## src/rtl/seq_gen.sv

```systemverilog
// seq_gen: serial burst generator that shifts a LEN-bit pattern out MSB first,
// repeated rep times with an optional one-cycle idle gap between repetitions.
module seq_gen #(
    parameter int             LEN     = 4,
    parameter logic [LEN-1:0] PATTERN = 4'b1011,
    parameter int             CNT_W   = 4
) (
    input  logic             clk,
    input  logic             rst,
    input  logic             start,
    input  logic             use_def,
    input  logic [LEN-1:0]   pat_in,
    input  logic [CNT_W-1:0] rep,
    input  logic             gap,
    input  logic             abort,
    output logic             Data_out,
    output logic             valid,
    output logic             busy,
    output logic             done
);

    localparam int             BW   = (LEN > 1) ? $clog2(LEN) : 1;
    localparam logic [BW-1:0]  LAST = BW'(LEN - 1);
    localparam logic [CNT_W-1:0] ONE = CNT_W'(1);

    typedef enum logic [1:0] {
        IDLE,
        SEND,
        GAP,
        DONE
    } state_t;

    state_t           state_q;
    logic [LEN-1:0]   shift_q;
    logic [LEN-1:0]   pat_q;
    logic [BW-1:0]    bit_q;
    logic [CNT_W-1:0] rep_q;
    logic             gap_q;

    logic [LEN-1:0]   pat_d;

    assign pat_d = use_def ? PATTERN : pat_in;

    always_ff @(posedge clk or posedge rst) begin
        if (rst) begin
            state_q <= IDLE;
            shift_q <= '0;
            pat_q   <= '0;
            bit_q   <= '0;
            rep_q   <= '0;
            gap_q   <= 1'b0;
        end else begin
            unique case (state_q)
                IDLE: begin
                    if (start) begin
                        pat_q   <= pat_d;
                        shift_q <= pat_d;
                        rep_q   <= rep;
                        gap_q   <= gap;
                        bit_q   <= '0;
                        state_q <= (rep != '0) ? SEND : DONE;
                    end
                end
                SEND: begin
                    if (abort) begin
                        state_q <= IDLE;
                        bit_q   <= '0;
                    end else if (bit_q == LAST) begin
                        bit_q <= '0;
                        // rep_q holds repetitions left including this one
                        if (rep_q == ONE) begin
                            rep_q   <= '0;
                            state_q <= DONE;
                        end else begin
                            rep_q <= rep_q - ONE;
                            if (gap_q) begin
                                state_q <= GAP;
                            end else begin
                                shift_q <= pat_q;
                            end
                        end
                    end else begin
                        shift_q <= {shift_q[LEN-2:0], 1'b0};
                        bit_q   <= bit_q + BW'(1);
                    end
                end
                GAP: begin
                    if (abort) begin
                        state_q <= IDLE;
                    end else begin
                        shift_q <= pat_q;
                        state_q <= SEND;
                    end
                end
                DONE: begin
                    state_q <= IDLE;
                end
            endcase
        end
    end

    assign valid    = (state_q == SEND);
    assign Data_out = valid & shift_q[LEN-1];
    assign busy     = (state_q == SEND) || (state_q == GAP);
    assign done     = (state_q == DONE);

endmodule

```

## config.mk

```make
export PLATFORM = sky130hd
export DESIGN_NAME = seq_gen
export DESIGN_NICKNAME = d
export VERILOG_FILES = /design/src/rtl/seq_gen.sv
export SDC_FILE = /design/constraint.sdc
export NUM_CORES = 1
export LEC_CHECK = 0
export CAP_MARGIN = 30
export CELL_PAD_IN_SITES_DETAIL_PLACEMENT = 0
export CELL_PAD_IN_SITES_GLOBAL_PLACEMENT = 1
export CORE_UTILIZATION = 25
export CTS_BUF_LIST = sky130_fd_sc_hd__clkbuf_16
export DETAILED_ROUTE_END_ITERATION = 12
export GPL_TIMING_DRIVEN = 0
export PLACE_DENSITY_LB_ADDON = 0.12
export SYNTH_ARGS = -nofsm -noshare
export SYNTH_HDL_FRONTEND = slang
export SYNTH_SLANG_ARGS = --single-unit
```

## constraint.sdc

```tcl
create_clock -name clk -period 2.1 [get_ports clk]
set_input_delay 0.42 -clock clk [delete_from_list [all_inputs] [get_ports clk]]
set_output_delay 0.42 -clock clk [all_outputs]
set_load 0.01 [all_outputs]
```

# Word level (Yosys, flattened, before mapping)
# Index checks and enable logic that the tools add are counted.
dict set report totals {
  regBits 17
  latch_bits 0
  ram_bits 0
  mem_bits_ro 0
  output_inout_bits 4
  word_cells 57
  memories 0
}
dict set report op_classes {
  add_sub_neg 2
  n_mul 0
  n_div 0
  order_cmp 0
  n_eq_ne 13
  n_shift 0
  mux 25
  bitwise_logic 1
  n_reduce_logical 10
}
# operator count
set op_table {}
lappend op_table {{2-to-1 mux 4 bit} 11}
lappend op_table {{2-to-1 mux 2 bit} 9}
lappend op_table {{case mux 4 bit (3 select lines)} 1}
lappend op_table {{case mux 2 bit (4 select lines)} 1}
lappend op_table {{case mux 4 bit (2 select lines)} 1}
lappend op_table {{== test 2 bit (second input constant)} 3}
lappend op_table {{!= test 2 bit (second input constant)} 3}
lappend op_table {{!= test 3 bit (second input constant)} 2}
lappend op_table {{AND reduction 6 bit} 1}
lappend op_table {{== test 4 x 1 -> 1 bit (second input constant)} 1}
lappend op_table {{!= test 4 x 2 -> 1 bit (second input constant)} 1}
lappend op_table {{case mux 2 bit (2 select lines)} 1}
lappend op_table {{AND reduction 2 bit} 2}
lappend op_table {{AND reduction 4 bit} 1}
lappend op_table {{nonzero test 4 bit} 1}
lappend op_table {{subtractor 4 x 1 -> 4 bit (second input constant)} 1}
lappend op_table {{!= test 3 x 2 -> 1 bit (second input constant)} 1}
lappend op_table {{AND reduction 3 bit} 1}
lappend op_table {{nonzero test 3 bit} 1}
lappend op_table {{adder 2 x 1 -> 2 bit (second input constant)} 1}
lappend op_table {{== test 2 x 1 -> 1 bit (second input constant)} 1}
lappend op_table {{logical NOT 2 bit} 1}
lappend op_table {{!= test 2 x 1 -> 1 bit (second input constant)} 1}
lappend op_table {{nonzero test 2 bit} 1}
lappend op_table {{other kinds (3)} 3}

# Depth between registers and ports, before layout
# Gate-level depths: netlist of run 1.
dict set report logic_depth {
  depth_word 5
  ltp_mapped 7
  mapped_depth_nobuf 6
}

# Worst setup path after synthesis of run 1
# No wires, ideal clock.
dict set report synth_timing {
  kind {reg2reg}
  from {register state_q[1]}
  to {register rep_q[0]}
  arrival_ns 1.547
  t_required_ns 1.972
  setup_slack_ns 0.425
  stages_incl_launch_ff 7
  n_path_buf 1
  period_less_slack_ns 1.675
  cell_sequence {dfrtp_1 inv_1 ha_1 buf_4 mux2i_1 a21o_1 mux2_1}
}
dict set report synth_via {
  elab_chain_len 3
  word_cells_on_any_way 8
}
# item line_no
set synth_lines {}
lappend synth_lines {{start: declaration} 33} ;# state_t state_q;
lappend synth_lines {{start signal: assignment} 61} ;# state_q <= (rep != '0) ? SEND : DONE;
lappend synth_lines {{== test 2 x 1 -> 1 bit *} n/a}
lappend synth_lines {{net valid} 17} ;# output logic valid,
lappend synth_lines {{!= test 2 x 1 -> 1 bit (no source line), or another cell as far along} n/a}
lappend synth_lines {{AND reduction 4 bit (no source line)} n/a}
lappend synth_lines {{end signal: assignment} 58} ;# rep_q <= rep;
lappend synth_lines {{end signal: assignment} 75} ;# rep_q <= rep_q - ONE;
lappend synth_lines {{end: declaration} 37} ;# logic [CNT_W-1:0] rep_q;
# Mark *: on every way through the listed nets, which the timed path passes. The rest lies on a longest branch.
# A chain may end at the register's enable or synchronous reset.

# Final worst setup path of run 1
dict set report layout_timing {
  from {register state_q[0]}
  to {output busy}
}
dict set report layout_via {
  elab_chain_len 2
  word_cells_on_any_way 3
}
# item line_no
set layout_lines {}
lappend layout_lines {{== test 2 x 1 -> 1 bit or == test 2 bit (tied branches)} 104} ;# assign busy = (state_q == SEND) || (state_q == GAP);
lappend layout_lines {{logical OR 1 bit *} 104}
lappend layout_lines {{end: declaration} 18} ;# output logic busy,
# Mark *: on every way between the ends. The rest lies on a longest branch, timed or not.

==> summary.md, run 1 <==
| Metric | Value |
|---|---|
| Post-synthesis instance area | 1080 um^2 |
| Min-Delay Path Depth | 1 |
| Total Wirelength | 2450 um |
| Area share of the largest cell type after synthesis | 39.5% |
| Peak per-stage delay on the critical path | 540 ps |
| Remaining max-slew budget at the tightest pin | 53.7% |
| Total congestion overflow | 0 |
| Vias post-DR | 853 |
| Max Clk Rate | 0.499 GHz |
| Most common cell after layout, fill and taps aside | sky130_fd_sc_hd__dfrtp_1 |
| NumNets Final | 155 |
| Leading cell types in the layout, fill and taps excluded | 17 x sky130_fd_sc_hd__dfrtp_1, 16 x sky130_fd_sc_hd__clkdlybuf4s50_1, 13 x sky130_fd_sc_hd__inv_1, 9 x sky130_fd_sc_hd__nor2_1, 9 x sky130_fd_sc_hd__nand2_1 |
| Most area-consuming cells after synthesis | sky130_fd_sc_hd__dfrtp_1 39%, sky130_fd_sc_hd__ha_1 9.3%, sky130_fd_sc_hd__mux2_1 6.3% |
| Worst Reg-to-Reg Cells | 7 |
| MaxCap Viol Count | 0 |
| Maximum ir drop on the vdd rail | 0.000393 V |
| Series of cell instances along the critical path | inv_1 > ha_1 > clkdlybuf4s50_1 |
| Height of the die | 67.6 um |
| Total of flip-flops plus latches after synthesis | 17 |
| Layout cells sized above 1 | 9.85% |
| Crit path max-delay family | buffers and inverters |
| Final setup violation count | 0 |
| Starting utilization of the core area | 26.5% |
| Die boundary width | 67.6 um |
| Clock transition at the registers of the reported paths | 50 ps |
| Crit path DAT | 1580 ps |
| Ant. Diodes | 0 |
| Critical Path Stages | 3 |
| Number of nets in the synthesized netlist | 133 |
| Worst-case clock buffer depth | 2 |
| Result of the run | finished clean |
| RSZ-0062 raised after global routing | false |
| Number of pins with negative max-slew slack in the final report | 0 |
| Crit. End Element | output pin |
| Average wire length per cell after detail routing | 13.4 um |
| Worst setup margin | 96.6 ps |
| Antenna Violating Nets Remaining | 0 |
| Cell type of the slowest stage on the worst timing path | sky130_fd_sc_hd__clkdlybuf4s50_1 |
| Area of the core | 4060 um^2 |
| Detailed placement HPWL | 1830 um |
| Number of warnings printed during yosys synthesis | 0 |
| Synth unique cells | 32 |
| Buffering stage count on the worst path with inverters included | 2 |
| Highest fanout seen on the critical path | 4 |
| Clock skew | 2.28 ps |
| Maximum number of pins on one net before global-route repair | 19 |
| Weighted congestion reported at the end of routability-driven placement | 0.739 |
| Layout-stage area growth over the synthesis result | 29.6% |
| Die footprint | 4580 um^2 |
| Clk root buf | sky130_fd_sc_hd__clkbuf_16 |
| Number of hold violations in the final report | 0 |
| Worst hold path type | reg2reg |
| Minimum clock period after layout | 2000 ps |
| Number of DRC violations after detailed-routing iteration 0 | 53 |
| Clock buffers created by TritonCTS | 3 |
| Total of hold buffers inserted after clock tree synthesis | 0 |
| H-tree depth | 1 |
| Number of global-route vias before repair | 860 |
| Required time at the worst-slack endpoint | 1680 ps |
| Share of the cycle needed by the critical path after routing | 95.4% |
| Initial antenna violation count | 0 |
| Count of mapped cells out of synthesis | 111 |
| 1st-pass router iterations | 4 |
| Number of filler instances in the final layout | 406 |
| DR vias/cell | 4.69 |
| Total power | 2.11 mW |
| Insertion delay of the later-clocked pin in the worst-skew pair | 250 ps |
| First-pass GRT wire length | 4180 um |
| Slew at the pin with the worst max-slew slack | 694 ps |
| Fraction of the yosys area taken by sequential cells | 39.5% |
| CTS tree | yes |
| Count of input and output buffers | 17 |
| # rows | 23 |
| Kind of launch point of the worst setup path | register |
| Count of pins on the block boundary | 18 |
| Total negative slack | 0 ps |
| Number of remaining DRC errors | 0 |
| Leakage power | 0.635 nW |
| Global-route total usage across every layer | 12.6% |
| Clock sink total | 17 |
| Dpl ws | -106 ps |
| Pwr Density | 1510 nW/um^2 |
| Worst setup path category | reg2out |
| Area leader, netlist | sky130_fd_sc_hd__dfrtp_1 |
| Avg Synthesized Cell Area | 9.71 um^2 |
cells in the mapped netlist (all sizes together):
library cell,number
a21o,2
a21oi,5
a22o,2
a22oi,2
a2bb2oi,1
a311oi,1
a31oi,2
and2,1
buf,3
dfrtp,17
ha,8
inv,12
mux2,7
mux2i,3
nand2,9
nand2b,4
nand3,1
nor2,9
nor2b,1
nor3,2
nor3b,1
o21ai,8
o22a,1
o22ai,4
o32a,3
o41ai,1
or3b,1
final timing paths:
path | from | end | slack [ps]
worst max-delay path | state_q[0] | busy | 100
worst min-delay path | shift_q[3] | shift_q[3] | 490
worst max register to register | state_q[1] | rep_q[0] | 150
worst min register to register | shift_q[3] | shift_q[3] | 490
max in group asynchronous | rst | bit_q[1] | 1080
min in group asynchronous | rst | rep_q[1] | 580
sequential cells by signal, summed over array words and instances (netlist names):
register	flops
bit_q	2
gap_q	1
pat_q	4
rep_q	4
shift_q	4
state_q	2
metrics by stage:
step / util [%] / area (um^2) / hold WS, ps / cells
2_1_floorplan: - / 1080 / 346 / 111
3_3_place_gp: 32.3 / 1310 / 468 / 178
3_5_place_dp: 32.3 / 1310 / 478 / 178
4_1_cts: 34.4 / 1400 / 492 / 182
5_1_grt: 34.4 / 1400 / 504 / 182
6_report: 34.4 / 1400 / 487 / 182
what timing repair did:
| item | 4_1_cts | 5_1_grt |
|---|---|---|
| gates resized for setup | 3 | 0 |
| setup buffers | 1 | 0 |
| setup endpoints to repair | 1 | 0 |
layout make-up:
type | count | area (um^2) | area share [%]
flip-flops and latches | 17 | 425 | 30.5
clock buffers | 3 | 75.1 | 5.38
multi-input cells | 79 | 592 | 42.4
clock inverters | 1 | 3.75 | 0.269
well taps | 50 | 62.6 | 4.48
plain buffers | 2 | 16.3 | 1.16
inverters | 12 | 45.0 | 3.23
repair buffers | 18 | 176 | 12.6
report_power, final:
group          total, mW  internal (mW)  switching, mW
clock network      0.379          0.253          0.126
registers          0.615          0.493          0.121
logic               1.11          0.540          0.571
kinds of logic (layout without fill, tap and decap cells):
kind of cell	count (synthesis)	count (layout)	synth area share, %
fa+ha+maj	8	8	9.29
buf+inv	15	36	5.81
mux	10	10	10.1
simple gates	29	29	13.7
compound gates	32	32	21.6
flops	17	17	39.5
layer usage:
layer,up-vias,track usage (%),share of wire [%]
li1,437,-,-
met1,396,17.4,50
met2,18,19.4,45
met3,2,2.03,4.2
met4,0,4.79,0.74
met5,-,0,0
No activity file was read; power rests on OpenSTA's default activity.
==> run 2: changes to the inputs <==
Settings changed: TNS_END_PERCENT set to 100.
==> results of run 2 <==
Same layout as run 1: the final DEF is identical, and so are final timing and power.
==> RTL change 1: new RTL, settings of run 2 <==
Add an input register stage for `start`, `use_def`, `pat_in`, `rep`, `gap` and `abort`, with the module's reset; this delays them by one clock. Comments in the files are not updated.
--- a/src/rtl/seq_gen.sv
+++ b/src/rtl/seq_gen.sv
@@ -30,6 +30,31 @@
         DONE
     } state_t;
 
+    logic start_q;
+    logic use_def_q;
+    logic [LEN-1:0] pat_r;
+    logic [CNT_W-1:0] rep_r;
+    logic gap_r;
+    logic abort_q;
+
+    always_ff @(posedge clk or posedge rst) begin
+        if (rst) begin
+            start_q   <= '0;
+            use_def_q <= '0;
+            pat_r     <= '0;
+            rep_r     <= '0;
+            gap_r     <= '0;
+            abort_q   <= '0;
+        end else begin
+            start_q   <= start;
+            use_def_q <= use_def;
+            pat_r     <= pat_in;
+            rep_r     <= rep;
+            gap_r     <= gap;
+            abort_q   <= abort;
+        end
+    end
+
     state_t           state_q;
     logic [LEN-1:0]   shift_q;
     logic [LEN-1:0]   pat_q;
@@ -39,7 +64,7 @@
 
     logic [LEN-1:0]   pat_d;
 
-    assign pat_d = use_def ? PATTERN : pat_in;
+    assign pat_d = use_def_q ? PATTERN : pat_r;
 
     always_ff @(posedge clk or posedge rst) begin
         if (rst) begin
@@ -52,17 +77,17 @@
         end else begin
             unique case (state_q)
                 IDLE: begin
-                    if (start) begin
+                    if (start_q) begin
                         pat_q   <= pat_d;
                         shift_q <= pat_d;
-                        rep_q   <= rep;
-                        gap_q   <= gap;
+                        rep_q   <= rep_r;
+                        gap_q   <= gap_r;
                         bit_q   <= '0;
-                        state_q <= (rep != '0) ? SEND : DONE;
+                        state_q <= (rep_r != '0) ? SEND : DONE;
                     end
                 end
                 SEND: begin
-                    if (abort) begin
+                    if (abort_q) begin
                         state_q <= IDLE;
                         bit_q   <= '0;
                     end else if (bit_q == LAST) begin
@@ -85,7 +110,7 @@
                     end
                 end
                 GAP: begin
-                    if (abort) begin
+                    if (abort_q) begin
                         state_q <= IDLE;
                     end else begin
                         shift_q <= pat_q;
Formal check against the unedited RTL: not equivalent (Yosys sat finds a counterexample within 4 cycles, from zero or initial values and one cycle with rst high).
==> RTL change 1 against run 2 <==
- register-to-register slack worse by 0.08 ns
- sequential cell count is 12 higher
- final area is 35% higher
- core utilization is 1.6 points higher
- synthesized area is 30% higher
- synthesized cell count is 11% higher
- wire length is 19% higher
- combinational power is 4% higher
- total power is 33% higher
- count of clock-buffer cells in the layout is 2 higher
- setup slack worse by 0.028 ns
- largest cell class is now flip-flops and latches
==> RTL change 1: results (changes against run 2) <==
{
  "logic_synthesis": {
    "synth.distinct_cells": {"value": 30, "change": "-6.3%"},
    "post_synthesis_average_cell_area": {"value": 11.4, "unit": "um^2", "change": "+17%"},
    "synth_fp_nets": {"value": 146, "change": "+9.8%"},
    "post_synth_main_area_contributors": "sky130_fd_sc_hd__dfrtp_1 (52%), sky130_fd_sc_hd__ha_1 (8.0%), sky130_fd_sc_hd__mux2_2 (5.6%), sky130_fd_sc_hd__o21ai_0 (3.6%), sky130_fd_sc_hd__inv_1 (2.9%)"
  },
  "final_layout": {
    "design.final.nets": {"value": 171, "change": "+10%"},
    "fillCellCount": {"value": 515, "change": "+27%"},
    "drive_gt1_frac": {"value": 0.168, "change": "+0.0693"}
  },
  "place": {
    "place.gp.congestion": {"value": 0.740, "change": "+0.24%"},
    "numPlacedInstances": {"value": 211, "change": "+19%"},
    "dp.final_hpwl": {"value": 2110, "unit": "um", "change": "+15%"}
  },
  "global_routing": {
    "grt_util_all_layers": {"value": 0.120, "change": "-0.00557"},
    "grt_start_max_net_pins": {"value": 16, "change": "-3"},
    "first_pass_grt_wire_length": {"value": 5330, "unit": "um", "change": "+27%"}
  },
  "worst_setup_path": {
    "largest_fanout_of_any_net_on_the_critical_path": {"value": 6, "change": "+2"},
    "crit-reg2reg-capture": "shift_q[1]",
    "rr_startpoint": "state_q[0]",
    "reg2regPathDepth": {"value": 6, "change": "-1"}
  },
  "hold_path": {
    "worst_hold_path.endpoint": "gap_q",
    "hp-start": "gap_r"
  },
  "power": {
    "p_leak": {"value": 0.821, "unit": "nW", "change": "+29%"},
    "peak_supply_drop": {"value": 514, "unit": "uV", "change": "+31%"}
  },
  "outcome": {
    "run_status": "completed"
  },
  "detailed_routing": {
    "drt_first_iter_violations": {"value": 60, "change": "+13%"},
    "via_per_inst": {"value": 4.45, "change": "-5.1%"}
  },
  "sta": {
    "clock-skew-final": {"value": 0.00413, "unit": "ns", "change": "+0.00186 ns"},
    "worst-slew-pin-transition": {"value": 0.657, "unit": "ns", "change": "-0.0371 ns"}
  },
  "clocking": {
    "numCtsBuffers": {"value": 5, "change": "+2"}
  }
}
[RTL change 1: cell families (layout without fill, tap and decap cells)]
logic type | Yosys count | in the layout | synth area share
AO/OA/AOI/OAI | 32 | 32 | 0.162
adder cells (fa/ha/maj) | 9 | 9 | 0.0804
buffers and inverters | 13 | 39 | 0.0411
flip-flops | 29 | 29 | 0.518
multiplexers | 10 | 10 | 0.0786
AND/OR/NAND/NOR | 30 | 30 | 0.120
[RTL change 1: how the worst max path moves through the flow]
stage,slack [ns],to,depth (start not counted),from
floorplan,0.21,shift_q[1],5,state_q[0]
global route,0.005,valid,3,state_q[1]
finish,0.07,valid,3,state_q[1]
CTS,0.03,busy,3,state_q[0]
global placement,-0.07,Data_out,5,state_q[1]
detailed placement,-0.05,Data_out,5,state_q[1]
[RTL change 1: stage by stage]
stage / area, um^2 / hold slack, ns / power, mW / setup slack [ns]
2_1_floorplan: 1400 / 0.444 / 1.66 / 0.206
3_3_place_gp: 1660 / 0.467 / 1.95 / -0.0732
3_5_place_dp: 1690 / 0.472 / 1.98 / -0.0531
4_1_cts: 1880 / 0.482 / 2.85 / 0.0319
5_1_grt: 1880 / 0.501 / 3.05 / 0.00455
6_report: 1880 / 0.477 / 2.81 / 0.0685
[RTL change 1: area by class of cell]
cell class                 count  area, um^2  share of cell area
sequential                    29         727               0.386
multi-input combinational     81         644               0.342
timing repair buffer          18         199               0.106
clock buffer                   5         125              0.0664
tap                           70        87.6              0.0465
inverter                      11        41.3              0.0219
clock inverter                 3        37.5              0.0199
buffer                         2        22.5              0.0120
[RTL change 1: power breakdown]
part | switching [mW] | internal, mW
sequential | 0.143 | 0.730
clock | 0.230 | 0.549
combinational | 0.567 | 0.587
total | 0.940 | 1.87
[RTL change 1: repair_timing]
item / in CTS / in global routing
setup endpoints to repair: 3 / 3
setup buffers: 0 / 0
resized for setup: 10 / 2
[RTL change 1: metal layers]
layer / part of all wire / vias to the layer above / GRT usage
met2: 0.43 / 21 / 0.164
met3: 0.038 / 6 / 0.0393
met5: 0 / - / 0
met4: 0.020 / 0 / 0.0577
met1: 0.51 / 463 / 0.169
li1: - / 484 / -
[RTL change 1: critical path: cells and delay by family, from the launching register on]
family	cells	cell delay [ns]
flip-flops	1	0.40
adder cells (fa/ha/maj)	1	0.27
buffers and inverters	2	0.68
==> RTL change 2: new RTL, config.mk and constraints of run 2 <==
Made on the original files. Set the parameter `CNT_W` to 5 (it was 4).
--- a/src/rtl/seq_gen.sv
+++ b/src/rtl/seq_gen.sv
@@ -3,7 +3,7 @@
 module seq_gen #(
     parameter int             LEN     = 4,
     parameter logic [LEN-1:0] PATTERN = 4'b1011,
-    parameter int             CNT_W   = 4
+    parameter int             CNT_W   = 5
 ) (
     input  logic             clk,
     input  logic             rst,
Ports: changed (resized rep); port bits go from 18 to 19. No check against the original RTL was run, so the function may have changed too.
==> RTL change 2 against run 2 <==
- highest routed layer unchanged
- total power increased by 9.3%
- core utilization increased by 0.90 points
- setup slack got worse by 0.035 ns
- wire length increased by 17%
- sequential cell count increased by 1
- final area increased by 12%
- critical path type unchanged
- synthesized area increased by 8.1%
- combinational power increased by 14%
==> RTL change 2: results (changes against run 2) <==
{
  "detailed_routing": {
    "wire_per_inst": {"value": 14.7, "unit": "um", "change": "+9.4%"},
    "drt-pass1-iter-count": {"value": 3, "change": "-1"},
    "met2RoutedLength": {"value": 1210, "unit": "um", "change": "+9.8%"},
    "drt_first_iter_violations": {"value": 24, "change": "-55%"}
  },
  "power": {
    "pwr-share-clk": {"value": 0.174, "change": "-0.006"},
    "cellInternalPower": {"value": 1.40, "unit": "mW", "change": "+8.9%"},
    "peak_supply_drop": {"value": 376, "unit": "uV", "change": "-4.2%"},
    "p_leak": {"value": 0.685, "unit": "nW", "change": "+7.9%"}
  },
  "place": {
    "numPortBuffers": {"value": 18, "change": "+1"},
    "dp.final_hpwl": {"value": 1990, "unit": "um", "change": "+8.5%"},
    "place.gp.congestion": {"value": 0.716, "change": "-3.0%"},
    "placement.setup.worst_slack": {"value": -0.125, "unit": "ns", "change": "-0.0191 ns"}
  },
  "logic_synthesis": {
    "synth_fp_nets": {"value": 139, "change": "+4.5%"},
    "yosys_most_used_dff": "sky130_fd_sc_hd__dfrtp_1",
    "synth_common_cells": "sky130_fd_sc_hd__dfrtp_1 (18), sky130_fd_sc_hd__inv_1 (11), sky130_fd_sc_hd__nand2_1 (10)",
    "yosys-mux-area-fraction": {"value": 0.129, "change": "+0.0278"},
    "synth_compound_area_frac": {"value": 0.202, "change": "-0.0141"},
    "synth.distinct_cells": {"value": 34, "change": "+6.3%"},
    "share_of_synthesized_area_occupied_by_flip_flops_and_latches": {"value": 0.387, "change": "-0.00821"},
    "yosys.area_share.adder": {"value": 0.0859, "change": "-0.00699"}
  },
  "worst_setup_path": {
    "timing.critical_path.arrival": {"value": 1.62, "unit": "ns", "change": "+0.04 ns"},
    "largest_fanout_of_any_net_on_the_critical_path": {"value": 6, "change": "+2"}
  },
  "global_routing": {
    "first_pass_grt_wire_length": {"value": 4830, "unit": "um", "change": "+16%"},
    "grt_pass1_vias": {"value": 998, "change": "+16%"},
    "grt_util_all_layers": {"value": 0.123, "change": "-0.00325"}
  },
  "sta": {
    "timing.max_slew.rel_slack": {"value": 0.522, "change": "-0.0147"},
    "clock-skew-final": {"value": 0.00362, "unit": "ns", "change": "+0.00135 ns"}
  },
  "final_layout": {
    "drive_gt1_frac": {"value": 0.196, "change": "+0.0973"},
    "design.final.nets": {"value": 167, "change": "+7.7%"},
    "reg_top3": "rep_q: 5 flops, pat_q: 4 flops, shift_q: 4 flops"
  },
  "outcome": {
    "run_status": "completed"
  },
  "clocking": {
    "clk_pin_slew_ns": 0.06
  }
}
RTL change 2: cell types whose count changed in the layout (fill, tap and decap cells not counted), sizes merged, moves of 2 or more:
cell	run 2	this run
mux2	7	10
nor2	9	7
o2bb2ai	0	2
inv	13	11
o22ai	4	0
a21oi	5	10
buf	3	6
nor4	0	2
o32a	3	0
RTL change 2: timing repair:
action / 4_1_cts / 5_1_grt
pin swaps: 0 / 1
buffers inserted: 2 / 3
resized for setup: 6 / 2
setup endpoints to repair: 2 / 4
cloned: 0 / 1
RTL change 2: metal layers:
metal	track usage	up-vias
li1	-	469
met5	0	-
met4	0.0267	0
met3	0.0317	2
met2	0.186	12
met1	0.175	467
RTL change 2: area by class of cell:
type                       instances  area (um^2)
fill                             459         2860
multi-input combinational         86          692
sequential                        18          450
timing repair buffer              23          216
clock buffer                       3         75.1
tap                               52         65.1
inverter                          11         41.3
buffer                             1         15.0
clock inverter                     1         3.75
RTL change 2: final timing paths:
check	from	end	slack, ns	depth (start not counted)
worst max-delay path	state_q[0]	busy	0.06	3
worst min-delay path	pat_q[0]	pat_q[0]	0.49	2
worst max register to register	state_q[1]	rep_q[2]	0.16	8
worst min register to register	pat_q[0]	pat_q[0]	0.49	2
max in group asynchronous	rst	pat_q[0]	1.06	2
min in group asynchronous	rst	rep_q[4]	0.58	2
RTL change 2: through the flow:
step           std cells  hold WS (ns)  total power [mW]  cell area (um^2)  TNS, ns
2_1_floorplan        116         0.359              1.43              1160        0
3_3_place_gp         186         0.465              1.74              1410   -0.125
3_5_place_dp         186         0.481              1.74              1410   -0.125
4_1_cts              191         0.494              2.21              1520        0
5_1_grt              195         0.512              2.47              1560        0
6_report             195         0.493              2.30              1560        0
